==> config.mk <==
export PLATFORM = sky130hd
export DESIGN_NAME = uart_tx_arbiter
export DESIGN_NICKNAME = d
export VERILOG_FILES = /design/src/rtl/uart_pkg.sv /design/src/rtl/uart_rr_pick.sv /design/src/rtl/uart_tx_arbiter.sv
export SDC_FILE = /design/constraint.sdc
export NUM_CORES = 1
export LEC_CHECK = 0
export CAP_MARGIN = 20
export CORE_MARGIN = 2
export CORE_UTILIZATION = 25
export DETAILED_ROUTE_END_ITERATION = 6
export GPL_TIMING_DRIVEN = 0
export PLACE_DENSITY_LB_ADDON = 0.25
export SYNTH_ARGS = -nofsm -noshare
export SYNTH_HDL_FRONTEND = slang
export SYNTH_SLANG_ARGS = --single-unit
==> constraint.sdc <==
create_clock -name i_clk -period 4.8 [get_ports i_clk]
set_clock_uncertainty 0.05 [all_clocks]
set_input_delay 0.48 -clock i_clk [delete_from_list [all_inputs] [get_ports i_clk]]
set_output_delay 0.48 -clock i_clk [all_outputs]
set_load 0.05 [all_outputs]
==> src/rtl/uart_pkg.sv <==
// Shared definitions for the UART transmit arbiter: FSM state encoding and
// the default byte width.
package uart_pkg;

    localparam int UART_DATA_WIDTH = 8;

    typedef logic [1:0] arb_state_t;

    localparam arb_state_t ST_IDLE = 2'd0;
    localparam arb_state_t ST_LOAD = 2'd1;
    localparam arb_state_t ST_WAIT = 2'd2;
    localparam arb_state_t ST_DONE = 2'd3;

endpackage

==> src/rtl/uart_rr_pick.sv <==
// Combinational round-robin selector: first set request at or after i_ptr,
// wrapping modulo NUM_REQ, returned as one-hot plus binary index.
module uart_rr_pick #(
    parameter int NUM_REQ = 4,
    parameter int IDX_W   = 2
) (
    input  logic [NUM_REQ-1:0] i_req,
    input  logic [IDX_W-1:0]   i_ptr,
    output logic [NUM_REQ-1:0] o_onehot,
    output logic [IDX_W-1:0]   o_idx,
    output logic               o_any
);

    always_comb begin
        int                 pos;
        logic [IDX_W-1:0]   sel;
        pos      = 0;
        sel      = '0;
        o_onehot = '0;
        o_idx    = '0;
        o_any    = 1'b0;
        for (int i = 0; i < NUM_REQ; i++) begin
            pos = (int'(i_ptr) + i) % NUM_REQ;
            sel = IDX_W'(pos);
            if (!o_any && i_req[sel]) begin
                o_any         = 1'b1;
                o_onehot[sel] = 1'b1;
                o_idx         = sel;
            end
        end
    end

endmodule

==> src/rtl/uart_tx_arbiter.sv <==
// Round-robin arbiter sharing one UART transmitter among NUM_REQ requesters.
// Optional WAIT-state abort counter enabled by defining UART_ARB_TIMEOUT_EN.
module uart_tx_arbiter
    import uart_pkg::*;
#(
    parameter int NUM_REQ        = 4,
    parameter int DATA_WIDTH     = UART_DATA_WIDTH,
    parameter int TIMEOUT_CYCLES = 65535
) (
    input  logic                          i_clk,
    input  logic                          i_rst_n,
    input  logic [NUM_REQ-1:0]            i_req,
    input  logic [NUM_REQ*DATA_WIDTH-1:0] i_req_data,
    output logic [NUM_REQ-1:0]            o_gnt,
    output logic [NUM_REQ-1:0]            o_ack,
    output logic                          o_tx_dv,
    output logic [DATA_WIDTH-1:0]         o_tx_byte,
    input  logic                          i_tx_active,
    input  logic                          i_tx_done,
    output logic                          o_timeout
);

    localparam int IDX_W = (NUM_REQ > 1) ? $clog2(NUM_REQ) : 1;

    arb_state_t              state_q, state_d;
    logic [IDX_W-1:0]        ptr_q, ptr_d;
    logic [IDX_W-1:0]        idx_q, idx_d;
    logic [NUM_REQ-1:0]      gnt_q, gnt_d;
    logic [NUM_REQ-1:0]      ack_q, ack_d;
    logic [DATA_WIDTH-1:0]   byte_q, byte_d;
    logic                    dv_q, dv_d;

    logic [NUM_REQ-1:0]      pick_oh;
    logic [IDX_W-1:0]        pick_idx;
    logic                    pick_any;
    logic [DATA_WIDTH-1:0]   pick_byte;
    logic                    tmo_hit;

    uart_rr_pick #(
        .NUM_REQ (NUM_REQ),
        .IDX_W   (IDX_W)
    ) u_pick (
        .i_req    (i_req),
        .i_ptr    (ptr_q),
        .o_onehot (pick_oh),
        .o_idx    (pick_idx),
        .o_any    (pick_any)
    );

    always_comb begin
        pick_byte = '0;
        for (int k = 0; k < NUM_REQ; k++) begin
            if (pick_oh[k]) pick_byte = i_req_data[k*DATA_WIDTH +: DATA_WIDTH];
        end
    end

`ifdef UART_ARB_TIMEOUT_EN
    localparam int CNT_W = ($clog2(TIMEOUT_CYCLES + 1) > 16) ? $clog2(TIMEOUT_CYCLES + 1) : 16;

    logic [CNT_W-1:0] cnt_q, cnt_d;
    logic             timeout_q, timeout_d;

    // Counter restarts while in LOAD so it reads zero on the first WAIT cycle.
    always_comb begin
        cnt_d = cnt_q;
        if (state_q == ST_LOAD)      cnt_d = '0;
        else if (state_q == ST_WAIT) cnt_d = cnt_q + CNT_W'(1);
    end

    assign tmo_hit   = (state_q == ST_WAIT) && (cnt_q == CNT_W'(TIMEOUT_CYCLES - 1));
    assign timeout_d = tmo_hit && !i_tx_done;

    always_ff @(posedge i_clk or negedge i_rst_n) begin
        if (!i_rst_n) begin
            cnt_q     <= '0;
            timeout_q <= 1'b0;
        end else begin
            cnt_q     <= cnt_d;
            timeout_q <= timeout_d;
        end
    end

    assign o_timeout = timeout_q;
`else
    logic unused_timeout_cfg;
    assign unused_timeout_cfg = (TIMEOUT_CYCLES < 2);
    assign tmo_hit            = 1'b0;
    assign o_timeout          = 1'b0;
`endif

    always_comb begin
        state_d = state_q;
        ptr_d   = ptr_q;
        idx_d   = idx_q;
        gnt_d   = gnt_q;
        byte_d  = byte_q;
        ack_d   = '0;
        dv_d    = 1'b0;
        case (state_q)
            ST_IDLE: begin
                if (pick_any && !i_tx_active) begin
                    state_d = ST_LOAD;
                    gnt_d   = pick_oh;
                    idx_d   = pick_idx;
                    byte_d  = pick_byte;
                    dv_d    = 1'b1;
                end
            end
            ST_LOAD: state_d = ST_WAIT;
            ST_WAIT: begin
                if (i_tx_done || tmo_hit) begin
                    state_d = ST_DONE;
                    ack_d   = gnt_q;
                end
            end
            ST_DONE: begin
                state_d = ST_IDLE;
                gnt_d   = '0;
                ptr_d   = (idx_q == IDX_W'(NUM_REQ - 1)) ? '0 : idx_q + IDX_W'(1);
            end
            default: state_d = ST_IDLE;
        endcase
    end

    always_ff @(posedge i_clk or negedge i_rst_n) begin
        if (!i_rst_n) begin
            state_q <= ST_IDLE;
            ptr_q   <= '0;
            idx_q   <= '0;
            gnt_q   <= '0;
            ack_q   <= '0;
            byte_q  <= '0;
            dv_q    <= 1'b0;
        end else begin
            state_q <= state_d;
            ptr_q   <= ptr_d;
            idx_q   <= idx_d;
            gnt_q   <= gnt_d;
            ack_q   <= ack_d;
            byte_q  <= byte_d;
            dv_q    <= dv_d;
        end
    end

    assign o_gnt     = gnt_q;
    assign o_ack     = ack_q;
    assign o_tx_dv   = dv_q;
    assign o_tx_byte = byte_q;

endmodule

Word-level counts from Yosys, hierarchy flattened
Index checks and enable logic that the tools add are counted.
Widths: inputs -> output; s select.
- equal/unequal tests: 6
- $add $sub $neg: 4
- bitwise gates (word level): 3
- multiply operators: 0
- shift-type cells: 0
- reductions and logical operators: 17
- order comparisons: 8
- divide/modulo/power cells: 0
- mux-type cells: 42
- operators with widths (kind ; count):
    $mux 8 ; 4
    $mux 4 ; 7
    $mux 1 ; 14
    $mux 2 ; 7
    $lt 2x3->1 const B ; 4
    $or 4x4->4 ; 3
    $bmux 1 s2 ; 4
    $demux 1 s2 ; 4
    $ge 2x1->1 const B ; 4
    $logic_and 1x1->1 ; 8
    $pmux 2 s4 ; 1
    $pmux 4 s2 ; 1
    $eq 2x2->1 const B ; 3
    $reduce_and 2->1 ; 3
    $add 2x1->2 const B ; 2
    $add 2x2->2 const B ; 2
    $logic_not 1->1 ; 4
    $ne 2x2->1 const B ; 2
    $eq 2x1->1 const B ; 1
    $logic_not 2->1 ; 1
    $reduce_bool 2->1 ; 1
- bits in latches: 0
- output and inout bits: 18
- memory bits (read-only): 0
- memories: 0
- logic and storage cells: 87
- flip-flop bits (word level): 23
- RAM bits: 0

Logic depth before layout (Yosys ltp)
Gate-level depths: netlist (run 1).
- depth after elaboration: 16
- gate-level depth with buffers: 11
- gate-level depth less buffers: 8

Hierarchy
Synthesis (run 1) repeated with hierarchy kept, for this count alone.
- cell total of the unflattened synthesis: 175
- area, all modules: 1771.7 sq um
- modules (own cells, without submodules) (module ; instances ; cells an instance ; sequential area each (sq um) ; area each (sq um)):
    uart_tx_arbiter ; 1 ; 130 ; 575.6 ; 1350.0
    uart_rr_pick ; 1 ; 45 ; 0.0 ; 421.7

Worst setup path after synthesis (run 1)
No wires, ideal clock.
- path type: reg-to-reg
- start: register ptr_q[0]
- end: register byte_q[7] (netlist: o_tx_byte[7])
- clock period less this slack: 2.686 ns
- cell stages (with the launch flop): 11
- slack: 2.114 ns
- arrival: 2.541 ns
- cell sequence: dfrtp_1 -> buf_6 -> inv_1 -> ha_1 -> mux4_2 -> buf_4 -> o41ai_4 -> inv_2 -> and3_1 -> buf_2 -> a311oi_2
- cells in the longest elaborated chain, start to end: 16
- elaborated cells on any way between the ends: 54
- ends and longest elaborated chain (what ; RTL line ; source):
    from (decl) ; uart_tx_arbiter.sv:26 ; logic [IDX_W-1:0] ptr_q, ptr_d;
    from (signal assigned) ; uart_tx_arbiter.sv:136 ; ptr_q <= ptr_d;
    parallel branches: the longest is 16 deep, another holds $lt 2x3->1 ; n/a ;
    to (signal assigned) ; uart_tx_arbiter.sv:140 ; byte_q <= byte_d;
    to (decl) ; uart_tx_arbiter.sv:30 ; logic [DATA_WIDTH-1:0] byte_q, byte_d;
Parallel ways; which one is timed is not known. The select of a mux whose other input is x is not followed.
A chain may end at the register's enable or synchronous reset.

Worst setup path in the final report (run 1)
- start: register ptr_q[1]
- end: register byte_q[2] (netlist: o_tx_byte[2])
Same word-level chain as after synthesis.

==> results of run 1 <==
==> cells in the mapped netlist (all sizes together) (4+ instances only) <==
master / n / area, um^2
or2: 9 / 56.3
buf: 8 / 53.8
a21oi: 12 / 60.1
nor2b: 5 / 31.3
and3: 5 / 31.3
ha: 12 / 150
nand2: 17 / 63.8
nand3: 8 / 40.0
a311oi: 8 / 76.3
dfrtp: 23 / 576
inv: 8 / 30.0
o22ai: 8 / 50.1
nor2: 11 / 41.3
o21ai: 9 / 45.0
mux4: 4 / 90.1
==> state kept, by name, indices dropped and copies added, names as in the netlist <==
signal and cells:
idx_q 2, o_tx_byte 8, state_q 2, o_ack 4, o_gnt 4, ptr_q 2, o_tx_dv 1
==> logic make-up after synthesis <==
logic type / Yosys count / share of synthesized area [%]
compound gates: 53 / 23.3
fa+ha+maj: 12 / 9.03
buf+inv: 17 / 5.27
flops: 23 / 34.6
mux: 8 / 7.90
other cells: 1 / 0.226
simple gates: 62 / 19.7
==> cell usage in the layout (no fill, tap or decap), types with 4 or more instances in the layout <==
master / Yosys / layout
inv_1: 7 / 7
o21ai_0: 8 / 8
nand3_1: 8 / 8
o22ai_1: 8 / 8
nor2_1: 11 / 11
or2_2: 9 / 9
clkdlybuf4s50_1: 0 / 56
and3_1: 5 / 5
buf_2: 4 / 4
a21oi_1: 12 / 12
ha_1: 12 / 12
dfrtp_1: 23 / 23
nor2b_1: 5 / 5
mux4_2: 4 / 4
a311oi_1: 7 / 7
nand2_1: 17 / 17
==> path summary, 6_finish.rpt <==
kind                                            from                        to  slack [ns]  depth (start not counted)
worst max-delay path            ptr_q[1]$_DFFE_PN0P_  o_tx_byte[2]$_DFFE_PN0P_        1.61                          9
worst min-delay path            idx_q[1]$_DFFE_PN0P_      idx_q[1]$_DFFE_PN0P_        0.45                          2
worst max register to register  ptr_q[1]$_DFFE_PN0P_  o_tx_byte[2]$_DFFE_PN0P_        1.61                          9
worst min register to register  idx_q[1]$_DFFE_PN0P_      idx_q[1]$_DFFE_PN0P_        0.45                          2
max in group asynchronous                    i_rst_n      o_gnt[2]$_DFFE_PN0P_        3.73                          2
min in group asynchronous                    i_rst_n         o_tx_dv$_DFF_PN0_        0.51                          1
==> layer usage <==
| layer | up-vias | GRT usage (%) |
|---|---|---|
| met5 | - | 0 |
| met4 | 0 | 1.59 |
| met3 | 2 | 3.66 |
| met2 | 49 | 21.4 |
| met1 | 749 | 17.4 |
| li1 | 773 | - |
==> where the power goes <==
part / internal, W / leakage, nW / switching, W
clock network: 0.0000592 / 0.0228 / 0.0000618
logic: 0.000432 / 0.670 / 0.000661
registers: 0.000277 / 0.282 / 0.0000646
total: 0.000768 / 0.975 / 0.000787
==> worst min-delay path, cell delays in order, from the launching register on <==
cell and delay (ns):
dfrtp_1 0.35, nand2_1 0.05, o21ai_0 0.06
==> layout make-up <==
| type | instances | share of cell area, % |
|---|---|---|
| Multi-Input combinational cell | 136 | 41.8 |
| Timing Repair Buffer | 57 | 24.6 |
| Sequential cell | 23 | 24.1 |
| Tap cell | 77 | 4.03 |
| Buffer | 9 | 2.41 |
| Clock buffer | 4 | 1.88 |
| Inverter | 8 | 1.26 |
==> stage by stage <==
stage	power, W	util [%]	setup WS (ns)
global placement	0.00144	36.3	1.57
detailed placement	0.00145	36.3	1.55
floorplan	0.00113	-	2.11
finish	0.00156	37.5	1.61
CTS	0.00157	37.0	1.56
global route	0.00168	37.5	1.30
==> summary.txt, run 1 <==
CTS
  – CTS tree: built
  – CTS root buf: clkbuf_8
  – Post-CTS Setup Bufs: 0
  – CTS Buffer Depth: 2
  – CTS sink count: 23
  – H-tree depth: 1
  – Clk Latency, worst-skew pair: 0.26 ns
  – TritonCTS Buffers: 3
  – Post-CTS sizing: 0
  – Hold-fix buffer count after cts: 0
  – CTS clock-pin slew for the worst setup and hold paths: 0.08 ns

Drt
  – Met1 WL: 2.26 mm
  – DR iter-0 viols: 45
  – Top sig layer: met4
  – Via count: 1573
  – Drt wl/cell: 14.9 um
  – Routed wl met2: 2.11 mm
  – Average vias per placed instance: 5.01
  – Final ANT Viol Nets: 0
  – TritonRoute pass-1 iters: 4
  – DRC errors left: 0
  – Metal3 WL: 304 um
  – Total routed wirelength: around 4.7 mm

Synth
  – Synth unique cells: between 40 and 50
  – Ys Warns: 0
  – Syn Area/Cell: 9.45 um^2
  – Mapped Cells: around 180
  – Cell Area, Synth: approximately 0.0017 mm^2
  – Top_reg_cell synth: dfrtp_1
  – Post-synth EDFFs: 0
  – Ys async rst share: 100%
  – Seq cells post-synth: 23
  – Syn Nets: between 200 and 250
  – Seq/Total Area, Yosys: 34.6%

Timing
  – Final Max Tran Viols: 0
  – Unrepaired setup endpoints after global routing: false
  – Fin Hold WS: 0.445 ns
  – F_max: 314 MHz
  – # setup viols final: 0
  – Final Cycle Share: 66.4%
  – Setup TNS: 0 ns
  – Actual slew at the worst max-slew pin: about 0.73 ns
  – Max_slew headroom: about half
  – Final Critical Period: 3.19 ns
  – Final hold viol count: 0

GRT
  – Largest net degree at the start of global routing: 24
  – Global-route wire length before repair: 7.71 mm
  – All-Layer GR Usage: between 10% and 20%
  – Total grt overflow: 0
  – Vias in the first global route: 1599
  – Initial antenna violation count: 0

Setup path
  – WP data required: 4.92 ns
  – Crit path max fanout: 10
  – Max stage delay cell, worst path: o21ai_1
  – Arrival @ worst endpoint: 3.31 ns
  – Crit-path cells: inv_1 > ha_1 > mux4_2 > buf_4 > nor2b_1 > a221oi_1 > o21ai_1 > nand3_1 > a311oi_1
  – Crit-path max cell delay: 0.58 ns
  – Worst Setup Start Kind: flop
  – Worst Setup End Kind: flop
  – Crit path buffers/inverters: 2
  – Top delay family on crit path: compound AO/OA/AOI/OAI gates
  – Crit Path Class: flop to flop

Final layout
  – Ant diodes: 0
  – Share of layout cells above drive strength 1: about an eighth
  – Fin cells: 314
  – Design area: between 0.002 and 0.0025 mm^2
  – Area of the multi-input gates: 1000 um^2
  – Fill cells: between 600 and 700
  – Register Area: 576 um^2
  – Final net count: 290
  – Syn-to-layout area delta: 43.9%

Floorplanning
  – Core area: 0.00639 mm^2
  – FP Rows: 29
  – Initial Util: 26.0%
  – Die Height: 85.6 um
  – Die W: 85.6 um
  – IO Pins: just under 60
  – Die area: 0.00732 mm^2

Flow run
  – Max-cap violation count: 0

Hold path
  – Hold WC Path Type: flop to flop

Status
  – Status: finished clean

Placement
  – Placed insts: 309
  – Port Buffers: 56
  – Routability cong.: slightly below 0.8
  – Area post-placement: ~0.0023 mm^2
  – Post-DP HPWL: 3.49 mm

Power
  – Pleak: 0.975 nW
  – Pwr per Cell Area: 650 mW/mm^2
  – Max IR drop VDD: 0.289 mV
Note: power is estimated with default switching activity, not from simulation.
==> run 2: changes to the inputs <==
==> constraint.sdc (replaced) <==
create_clock -name i_clk -period 2.58 [get_ports i_clk]
set_clock_uncertainty 0.05 [all_clocks]
set_input_delay 0.258 -clock i_clk [delete_from_list [all_inputs] [get_ports i_clk]]
set_output_delay 0.258 -clock i_clk [all_outputs]
set_load 0.05 [all_outputs]
==> run 2 against run 1 <==
Count of clock-buffer cells in the layout decreased by 1; worst setup slack worse by 1.6 ns; highest routed layer unchanged; critical path type unchanged; cell area rose by 16%; wire length is 11% higher; final cell count increased by 7.3%; critical endpoint is now o_tx_byte[1]$_DFFE_PN0P_; non-clock buffer count up 23; sequential cell count did not move; die area unchanged; register-to-register slack got worse by 1.6 ns; combinational power rose to 2.5 times the previous value.
==> summary.txt, run 2 (synthesis gave the netlist of run 1 again) <==
Timing
  – Final setup margin: 0.00976 ns (-1.60 ns)
  – Fin Hold WS: 0.239 ns (-0.206 ns)
  – Final Max Tran Viols: 0 (unchanged)
  – Final hold viol count: 0 (unchanged)
  – Actual slew at the worst max-slew pin: 0.521 ns (-0.208 ns)
  – # setup viols final: 0 (unchanged)
  – Final Critical Period: 2.57 ns (-0.619 ns)
  – Final Cycle Share: 99.6% (+33 points)
  – Unrepaired setup endpoints after global routing: true
  – Max_slew headroom: 65.2% (+14 points)
  – F_max: 389 MHz (+24%)

Drt
  – Average vias per placed instance: 4.97 (-0.78%)
  – Total routed wirelength: 5.20 mm (+11%)
  – Via count: 1675 (+6.5%)
  – Final ANT Viol Nets: 0 (unchanged)
  – TritonRoute pass-1 iters: 4 (unchanged)
  – DRC errors left: 0 (unchanged)
  – DR iter-0 viols: 63 (+40%)
  – Drt wl/cell: 15.4 um (+3.4%)

Setup path
  – Top delay family on crit path: buffers and inverters
  – Crit-path max cell delay: 0.39 ns (-0.19 ns)
  – Crit Path Class: flop to flop
  – Max stage delay cell, worst path: dfrtp_2
  – Crit-path cells: buf_8 > inv_8 > ha_4 > mux4_2 > buf_6 > nand3b_1 > a22o_1 > buf_4 > o211ai_1 > buf_6 > nor2_4 > a311oi_1
  – WP data required: 2.71 ns (-2.21 ns)
  – Worst Setup End Kind: flop
  – Crit path max fanout: 8 (-2)
  – Worst Setup Start Kind: flop
  – Worst path most repeated cell: buf_6
  – Arrival @ worst endpoint: 2.70 ns (-0.61 ns)
  – Crit path buffers/inverters: 5 (+3)

GRT
  – Largest net degree at the start of global routing: 18 (-25%)
  – Global-route wire length before repair: 8.07 mm (+4.7%)
  – Total grt overflow: 0 (unchanged)
  – All-Layer GR Usage: 13.6% (+0.69 points)
  – Vias in the first global route: 1645 (+2.9%)
  – Initial antenna violation count: 0 (unchanged)

CTS
  – CTS Buffer Depth: 2 (unchanged)
  – TritonCTS Buffers: 3 (unchanged)
  – CTS clock-pin slew for the worst setup and hold paths: 0.09 ns (about the same)
  – CTS tree: built
  – H-tree depth: 1 (unchanged)
  – Clk Latency, worst-skew pair: 0.28 ns (+0.02 ns)
  – CTS root buf: clkbuf_8
  – CTS sink count: 23 (unchanged)

Floorplanning
  – FP Rows: 29 (unchanged)
  – Die W: 85.6 um (unchanged)
  – Core area: 0.00639 mm^2 (unchanged)
  – Die area: 0.00732 mm^2 (unchanged)
  – Die Height: 85.6 um (unchanged)
  – IO Pins: 58 (unchanged)
  – Initial Util: 26.0% (unchanged)

Power
  – Pwr per Cell Area: 1300 mW/mm^2 (+100%)
  – Pleak: 1.13 nW (+16%)
  – Power, Total: 0.00362 W (+130%)
  – Max IR drop VDD: 0.589 mV (+100%)

Final layout
  – Max reg flops: 8 (unchanged)
  – Fill cells: 606 (-8.6%)
  – Ant diodes: 0 (unchanged)
  – Syn-to-layout area delta: 67.2%
  – Final net count: 313 (+7.9%)
  – Commonest non-fill, non-tap cells in the layout: clkdlybuf4s50_1 (56), dfrtp_1 (21), buf_4 (19), nand2_1 (16), ha_1 (11)
  – Most common cell after layout, fill and taps aside: clkdlybuf4s50_1
  – Share of layout cells above drive strength 1: 32.7% (+20 points)

Placement
  – Port Buffers: 56 (unchanged)
  – Place WS: -0.523 ns (-2.07 ns)
  – Routability cong.: 0.772 (-1.5%)
  – Post-DP HPWL: 3.56 mm (+2.0%)

Status
  – Status: finished clean

Flow run
  – Max-cap violation count: 0 (unchanged)

Hold path
  – Hold WC Path Type: primary input to async pin
run 2: changes by cell type in the layout (fill, tap and decap cells not counted), sizes merged:
cell / change
clkbuf: -1
clkinv: +1
buf: +23
run 2: path summary, 6_finish.rpt:
| kind | from | to | slack [ns] | cells after the start |
|---|---|---|---|---|
| max in group asynchronous | i_rst_n | ptr_q[0]$_DFFE_PN0P_ | 1.79 | 2 |
| max reg2reg | ptr_q[0]$_DFFE_PN0P_ | o_tx_byte[1]$_DFFE_PN0P_ | 0.01 | 12 |
| min reg2reg | idx_q[1]$_DFFE_PN0P_ | idx_q[1]$_DFFE_PN0P_ | 0.45 | 2 |
| min | i_rst_n | o_tx_byte[3]$_DFFE_PN0P_ | 0.24 | 1 |
| min in group i_clk | idx_q[1]$_DFFE_PN0P_ | idx_q[1]$_DFFE_PN0P_ | 0.45 | 2 |
| max | ptr_q[0]$_DFFE_PN0P_ | o_tx_byte[1]$_DFFE_PN0P_ | 0.01 | 12 |
run 2: final cells by class:
class	instances	area (um^2)	share of cell area, %
sequential	23	578	20.8
tap	77	96.3	3.47
buffer	8	76.3	2.75
clock buffer	3	41.3	1.49
inverter	8	37.5	1.35
clock inverter	1	5.00	0.180
timing repair buffer	81	803	28.9
multi-input combinational	136	1140	41.1
run 2: routing by layer:
layer / global-route usage (%) / part of all wire, % / wire length (um) / vias to the layer above
li1: - / - / - / 821
met5: 0 / 0 / 0 / -
met4: 2.89 / 1.1 / 56 / 0
met3: 2.50 / 6.3 / 329 / 7
met1: 18.5 / 45 / 2340 / 787
met2: 22.7 / 48 / 2470 / 60
run 2: power breakdown:
part           leakage, nW  total [W]  internal (W)  switching (W)
logic                0.830    0.00276       0.00127        0.00148
clock network       0.0255   0.000242      0.000108       0.000133
registers            0.279   0.000615      0.000519      0.0000963
run 2: metrics by stage:
step	instance area, um^2	setup TNS [ns]	instances	utilization [%]
5_1_grt	2780	-0.562	337	43.5
6_report	2780	0	337	43.5
4_1_cts	2580	0	326	40.5
3_3_place_gp	2330	-4.33	309	36.5
3_5_place_dp	2360	-4.74	310	37.0
2_1_floorplan	1680	0	176	-
run 2: what timing repair did:
action                     CTS  global route
pin swaps                    7            12
gates resized for setup     22            26
setup buffers               13            11
setup endpoints to repair   15            13
hold buffers                 0             0
==> run 3: changes to the inputs <==
--- a/config.mk
+++ b/config.mk
@@ -8,6 +8,7 @@
 export CAP_MARGIN = 20
 export CORE_MARGIN = 2
 export CORE_UTILIZATION = 25
+export CTS_CLUSTER_DIAMETER = 40
 export DETAILED_ROUTE_END_ITERATION = 6
 export GPL_TIMING_DRIVEN = 0
 export PLACE_DENSITY_LB_ADDON = 0.25
==> results of run 3 <==
Same layout as run 2: the final DEF is identical, and so are final timing and power.
